### src/rtl/game_pkg.sv
// game_pkg -- shared definitions for the game control FSM.
//   state_t      : game state encoding
//   F_* / FLAG_W : bit positions of the one-hot state flag vector
//   state_flags(): Moore decode of a state into that flag vector
package game_pkg;

    typedef enum logic [2:0] {
        ST_IDLE     = 3'd0,
        ST_PLAYING  = 3'd1,
        ST_PAUSED   = 3'd2,
        ST_DYING    = 3'd3,
        ST_GAMEOVER = 3'd4
    } state_t;

    localparam int FLAG_W    = 5;
    localparam int F_WAITING = 0;
    localparam int F_PLAY    = 1;
    localparam int F_PAUSED  = 2;
    localparam int F_DYING   = 3;
    localparam int F_OVER    = 4;

    // Unused encodings decode to all-zero flags for the single cycle
    // before the FSM pulls them back to IDLE.
    function automatic logic [FLAG_W-1:0] state_flags(input state_t s);
        logic [FLAG_W-1:0] f;
        f = '0;
        case (s)
            ST_IDLE:     f[F_WAITING] = 1'b1;
            ST_PLAYING:  f[F_PLAY]    = 1'b1;
            ST_PAUSED:   f[F_PAUSED]  = 1'b1;
            ST_DYING:    f[F_DYING]   = 1'b1;
            ST_GAMEOVER: f[F_OVER]    = 1'b1;
            default:     f = '0;
        endcase
        return f;
    endfunction

endpackage

### src/rtl/edge_rise.sv
// edge_rise -- W-bit rising-edge detector.
//   clk, rst_n : clock, async active-low reset (delay register clears to 0)
//   d          : level inputs
//   p          : p = d & ~d_delayed, combinational; a level already high when
//                reset releases yields a pulse on the first clocked cycle.
module edge_rise #(
    parameter int W = 1
) (
    input  logic         clk,
    input  logic         rst_n,
    input  logic [W-1:0] d,
    output logic [W-1:0] p
);

    logic [W-1:0] d_q;

    always_ff @(posedge clk or negedge rst_n) begin
        if (!rst_n) d_q <= '0;
        else        d_q <= d;
    end

    assign p = d & ~d_q;

endmodule

### src/rtl/game_fsm_multi.sv
// game_fsm_multi -- game control FSM with multi-pipe scoring.
//   clk, rst_n        : clock, async active-low reset
//   vs                : vertical sync level, rising edge = one frame
//   start/pause/restart : button levels (rising edge acts)
//   crash_vec         : per-pipe collision level
//   pass_vec          : per-pipe "bird past pipe" level (rising edge scores)
//   waiting/play/paused/dying/over : one-hot Moore state flags
//   bird_en           : frame pulse while playing
//   score/high_score  : current and best score, lives_left : remaining lives
//   new_record        : one-cycle pulse when high_score is loaded
module game_fsm_multi
    import game_pkg::*;
#(
    parameter int NUM_PIPES      = 3,
    parameter int SCORE_W        = 12,
    parameter int LIVES          = 3,
    parameter int RESPAWN_FRAMES = 60
) (
    input  logic                 clk,
    input  logic                 rst_n,
    input  logic                 vs,
    input  logic                 start,
    input  logic                 pause,
    input  logic                 restart,
    input  logic [NUM_PIPES-1:0] crash_vec,
    input  logic [NUM_PIPES-1:0] pass_vec,
    output logic                 waiting,
    output logic                 play,
    output logic                 paused,
    output logic                 dying,
    output logic                 over,
    output logic                 bird_en,
    output logic [SCORE_W-1:0]   score,
    output logic [SCORE_W-1:0]   high_score,
    output logic [3:0]           lives_left,
    output logic                 new_record
);

    localparam int CNT_W = $clog2(RESPAWN_FRAMES + 1);
    localparam int PC_W  = $clog2(NUM_PIPES + 1);
    localparam logic [SCORE_W-1:0] SCORE_MAX = '1;
    localparam logic [3:0]         LIVES_INIT = 4'(LIVES);
    localparam logic [CNT_W-1:0]   CNT_DONE   = CNT_W'(RESPAWN_FRAMES);

    // ---- edge detection ----
    logic [3:0]           ctl_p;
    logic [NUM_PIPES-1:0] pass_p;
    logic                 vs_p, start_p, pause_p, restart_p;

    edge_rise #(.W(4)) u_ctl_edge (
        .clk   (clk),
        .rst_n (rst_n),
        .d     ({restart, pause, start, vs}),
        .p     (ctl_p)
    );

    edge_rise #(.W(NUM_PIPES)) u_pass_edge (
        .clk   (clk),
        .rst_n (rst_n),
        .d     (pass_vec),
        .p     (pass_p)
    );

    assign vs_p      = ctl_p[0];
    assign start_p   = ctl_p[1];
    assign pause_p   = ctl_p[2];
    assign restart_p = ctl_p[3];

    // ---- scoring arithmetic ----
    logic [PC_W-1:0]    pass_cnt;
    logic [SCORE_W:0]   score_sum;
    logic [SCORE_W-1:0] score_sat;
    logic               crash;

    always_comb begin
        pass_cnt = '0;
        for (int i = 0; i < NUM_PIPES; i++)
            pass_cnt = pass_cnt + PC_W'(pass_p[i]);
    end

    assign crash     = |crash_vec;
    assign score_sum = {1'b0, score} + (SCORE_W+1)'(pass_cnt);
    assign score_sat = score_sum[SCORE_W] ? SCORE_MAX : score_sum[SCORE_W-1:0];

    // ---- FSM ----
    state_t             state_q, state_d;
    logic [SCORE_W-1:0] score_d, high_d;
    logic [3:0]         lives_d;
    logic [CNT_W-1:0]   cnt_q, cnt_d;
    logic               nrec_d;

    always_ff @(posedge clk or negedge rst_n) begin
        if (!rst_n) begin
            state_q    <= ST_IDLE;
            score      <= '0;
            high_score <= '0;
            lives_left <= LIVES_INIT;
            cnt_q      <= '0;
            new_record <= 1'b0;
        end else begin
            state_q    <= state_d;
            score      <= score_d;
            high_score <= high_d;
            lives_left <= lives_d;
            cnt_q      <= cnt_d;
            new_record <= nrec_d;
        end
    end

    always_comb begin
        state_d = state_q;
        score_d = score;
        high_d  = high_score;
        lives_d = lives_left;
        cnt_d   = cnt_q;
        nrec_d  = 1'b0;
        case (state_q)
            ST_IDLE: begin
                if (start_p) state_d = ST_PLAYING;
            end
            ST_PLAYING: begin
                // Crash wins over pause and suppresses any pass this cycle.
                if (crash) begin
                    lives_d = lives_left - 4'd1;
                    if (lives_left == 4'd1) begin
                        state_d = ST_GAMEOVER;
                        if (score > high_score) begin
                            high_d = score;
                            nrec_d = 1'b1;
                        end
                    end else begin
                        state_d = ST_DYING;
                        cnt_d   = '0;
                    end
                end else begin
                    score_d = score_sat;
                    if (pause_p) state_d = ST_PAUSED;
                end
            end
            ST_PAUSED: begin
                if (restart_p)    state_d = ST_IDLE;
                else if (pause_p) state_d = ST_PLAYING;
            end
            ST_DYING: begin
                if (vs_p) begin
                    cnt_d = cnt_q + 1'b1;
                    if (cnt_d == CNT_DONE) state_d = ST_PLAYING;
                end
            end
            ST_GAMEOVER: begin
                if (restart_p) state_d = ST_IDLE;
            end
            default: state_d = ST_IDLE;
        endcase

        // Every entry into IDLE starts a fresh game; high_score survives.
        if (state_d == ST_IDLE && state_q != ST_IDLE) begin
            score_d = '0;
            lives_d = LIVES_INIT;
        end
    end

    // ---- outputs ----
    logic [FLAG_W-1:0] flags;
    assign flags   = state_flags(state_q);
    assign waiting = flags[F_WAITING];
    assign play    = flags[F_PLAY];
    assign paused  = flags[F_PAUSED];
    assign dying   = flags[F_DYING];
    assign over    = flags[F_OVER];
    assign bird_en = vs_p & (state_q == ST_PLAYING);

endmodule

### config.mk
export PLATFORM = sky130hd
export DESIGN_NAME = game_fsm_multi
export DESIGN_NICKNAME = d
export VERILOG_FILES = /design/src/rtl/game_pkg.sv /design/src/rtl/edge_rise.sv /design/src/rtl/game_fsm_multi.sv
export SDC_FILE = /design/constraint.sdc
export NUM_CORES = 1
export LEC_CHECK = 0
export CAP_MARGIN = 25
export CORE_MARGIN = 5
export CORE_UTILIZATION = 47
export CTS_BUF_LIST = sky130_fd_sc_hd__clkbuf_8
export DETAILED_ROUTE_END_ITERATION = 6
export HOLD_SLACK_MARGIN = 0.12
export PLACE_DENSITY = 0.84
export SLEW_MARGIN = 20
export SYNTH_ARGS = -nofsm -noshare
export SYNTH_HDL_FRONTEND = slang
export SYNTH_SLANG_ARGS = --single-unit
### constraint.sdc
create_clock -name clk -period 3.4 [get_ports clk]
set_clock_uncertainty 0.2 [all_clocks]
set_input_delay 0.68 -clock clk [delete_from_list [all_inputs] [get_ports clk]]
set_output_delay 0.68 -clock clk [all_outputs]
set_load 0.05 [all_outputs]
==> flow_metrics.env <==
export IMPL_viasPerCell=5.40
export IMPL_htree_levels=2
export IMPL_critPathArrivalTime_ns=3.21
export IMPL_setup_violations_final=0
export IMPL_clkSinkCount=45
export IMPL_die_width_um=84.3
export IMPL_stdcell_area_mm2=0.00327
export IMPL_hp_class="in -> async"
export IMPL_synth_top_family_by_area="simple AND/OR/NAND/NOR gates"
export IMPL_grt_pass1_wl_um=9380
export IMPL_tightest_slew_ns=0.579
export IMPL_grt_busiest_layer="met2"
export IMPL_ys_types=58
export IMPL_postCtsSetupRepairBufs=0
export IMPL_synth_adder_area_share_pct=10.2
export IMPL_cts_buffer_depth=2
export IMPL_dieArea_mm2=0.00710
export IMPL_outcome="finished, final reports clean"
export IMPL_drive_gt1_share_pct=13.9
export IMPL_grt_max_degree=46
export IMPL_drt_iter0_markers=102
export IMPL_grt_use_met2_pct=25.8
export IMPL_clk_pin_slew_ns=0.08
export IMPL_place_area_mm2=0.00313
export IMPL_area_growth_pct=26.1
export IMPL_grt_util_met3_pct=4.42
export IMPL_numCtsBuffers=5
export IMPL_clock_latency_ns=0.29
export IMPL_final_setup_tns_ns=0
export IMPL_post_route_period_util_pct=93.9
export IMPL_core_area_mm2=0.00544
export IMPL_r2r_end="score[5]"
export IMPL_dr_pass1_iters=4
export IMPL_fin_crit_ns=3.19
export IMPL_critPathKind="in -> reg"
export IMPL_finalWirelength_um=5260
export IMPL_multiInputGateArea_mm2=0.00133
export IMPL_num_vias=1977
export IMPL_fin_nets=324
export IMPL_muxShareOfSynthArea_pct=6.32
export IMPL_port_buffers=46
export IMPL_place_inst=358
export IMPL_synthCells=243
export IMPL_wl_per_cell_um=14.4
export IMPL_syn_area_per_cell_um2=10.7
export IMPL_grt_overflow_total=0
export IMPL_r2r_start="score[0]"
export IMPL_rr_worst_depth=7
export IMPL_utilization_pct=60.1
export IMPL_ys_flop_type="dfrtp_1"
export IMPL_p_leak_nw=1.38
export IMPL_maxCapViolations=0
export IMPL_ys_ff_latch=45
export IMPL_synth_edf_count=0
export IMPL_max_vdd_ir_drop_mv=0.623
export IMPL_rsz0062_at_grt="no"
export IMPL_finalHoldViolations=0
export IMPL_initial_core_util_pct=47.7
export IMPL_synth_xor_area_share_pct=3.38
export IMPL_layout_commonest_cell="clkdlybuf4s50_1"
export IMPL_antenna_found_initial=0
export IMPL_slew_headroom_pct=61.4
export IMPL_final_cell_mix="clkdlybuf4s50_1, dfrtp_1, inv_1, ha_1, nor2_1"
export IMPL_synthArstFlopShare_pct=100
export IMPL_grt_use_met1_pct=20.7
export IMPL_worst_slack_ns=0.206
export IMPL_place_congestion=0.802
export IMPL_stdcell_count=366
export IMPL_layout_area_seq_mm2=0.00113
export IMPL_grt_pass1_vias=2032
export IMPL_cts_tree="yes"
export IMPL_drc=0
export IMPL_max_freq_mhz=313
export IMPL_pre_cts_slack_ns=-0.0817
export IMPL_syn_area_mm2=0.00259
export IMPL_r2r_setup_slack_ns=0.69
export IMPL_diodes=0
export IMPL_syn_num_nets=274
export IMPL_rows=27
export IMPL_fillers=460
export IMPL_synth_compound_area_share_pct=11.3
export IMPL_die_y_um=84.3
export IMPL_pin_count=47
export IMPL_track_usage_pct=15.8
export IMPL_yosys_warnings=0
export IMPL_crit_fanout=4
export IMPL_cp_end_kind="flop"
export IMPL_cp_endpoint="score[5]"
export IMPL_cts_resized=0
export IMPL_ant_nets=0
export IMPL_cp_startpoint="pass_vec[1]"
export IMPL_hpwl_um=3940
export IMPL_powerDensity_mw_per_mm2=633
export IMPL_cts_root_buf="clkbuf_8"
export IMPL_ys_seq_area_share_pct=43.5
export IMPL_setup_worst_path_start_class="input pin"
export IMPL_maxSlewViolCount=0
export IMPL_synth_simple_gate_area_share_pct=20.2
export IMPL_critPathRequiredTime_ns=3.42
export IMPL_cts_hold_fix_buffers=0
critical path: stages:
cell and delay [ns]:
clkdlybuf4s50_1 0.42, nor2b_1 0.15, fa_1 0.51, ha_1 0.17, inv_1 0.06, fa_1 0.43
or3_1 0.47, buf_4 0.18, a21oi_1 0.13
cell families after synthesis:
kind of cell	count (synthesis)
mux	12
fa+ha+maj	20
xor+xnor	10
flops	45
buf+inv	28
simple gates	87
compound gates	41
synthesized netlist by cell type (2+ instances only):
cell type	instances	share of area, %
inv_1	20	2.9
dfstp_2	2	2.0
nor3_1	4	0.77
or2_2	4	0.97
and4_1	2	0.68
nand3_1	14	2.7
nor2_1	16	2.3
xnor2_1	3	1.0
nand4_1	6	1.4
and3_1	2	0.48
nor3b_1	3	0.87
mux2_2	3	1.3
nand4b_1	2	0.68
buf_6	2	0.87
a311oi_1	2	0.68
nor2b_1	5	1.2
dfrtp_1	43	42
mux2_4	8	4.6
a31oi_1	2	0.48
nor4_1	2	0.48
nand2_1	11	1.6
or3_1	2	0.48
fa_1	2	1.5
o31ai_1	2	0.58
a21oi_1	15	2.9
nand2b_1	4	0.97
clkbuf_1	3	0.43
a211oi_1	2	0.58
o21ai_0	6	1.2
xor2_1	7	2.4
ha_1	17	8.2
registers in the layout, summed over array words and instances, names as in the netlist:
register / count
new_record: 1
state_q: 3
score: 12
lives_left: 4
u_ctl_edge.d_q: 4
cnt_q: 6
u_pass_edge.d_q: 3
high_score: 12
through the flow:
stage	hold slack (ns)	power (mW)
after floorplan	0.184	1.34
after global placement	0.264	1.59
after detailed placement	0.277	1.61
after CTS	0.291	2.09
after global routing	0.228	2.19
final	0.175	2.07
cell type report:
| cell class | count | area share [%] |
|---|---|---|
| sequential | 45 | 34.5 |
| multi-input combinational | 170 | 40.8 |
| clock inverter | 3 | 1.99 |
| inverter | 21 | 2.57 |
| timing repair buffer | 50 | 15.2 |
| tap | 72 | 2.76 |
| clock buffer | 5 | 2.11 |
per-layer routing:
metal | vias to the layer above | share of wire [%]
li1 | 970 | -
met1 | 963 | 46
met2 | 42 | 48
met3 | 2 | 5.2
met4 | 0 | 0.59
met5 | - | 0
where the power goes:
group / switching, mW / total [mW] / internal, mW
clock: 0.181 / 0.473 / 0.292
combinational: 0.558 / 0.909 / 0.352
sequential: 0.0826 / 0.687 / 0.605
how the worst min path moves through the flow:
stage	to	slack, ns	depth (start not counted)
6_report	state_q[2]	0.18	1
5_1_grt	state_q[2]	0.23	1
4_1_cts	cnt_q[5]	0.29	1
3_5_place_dp	cnt_q[5]	0.28	1
3_3_place_gp	cnt_q[5]	0.26	1
2_1_floorplan	cnt_q[0]	0.18	0
(Power assumes the default switching activity.)
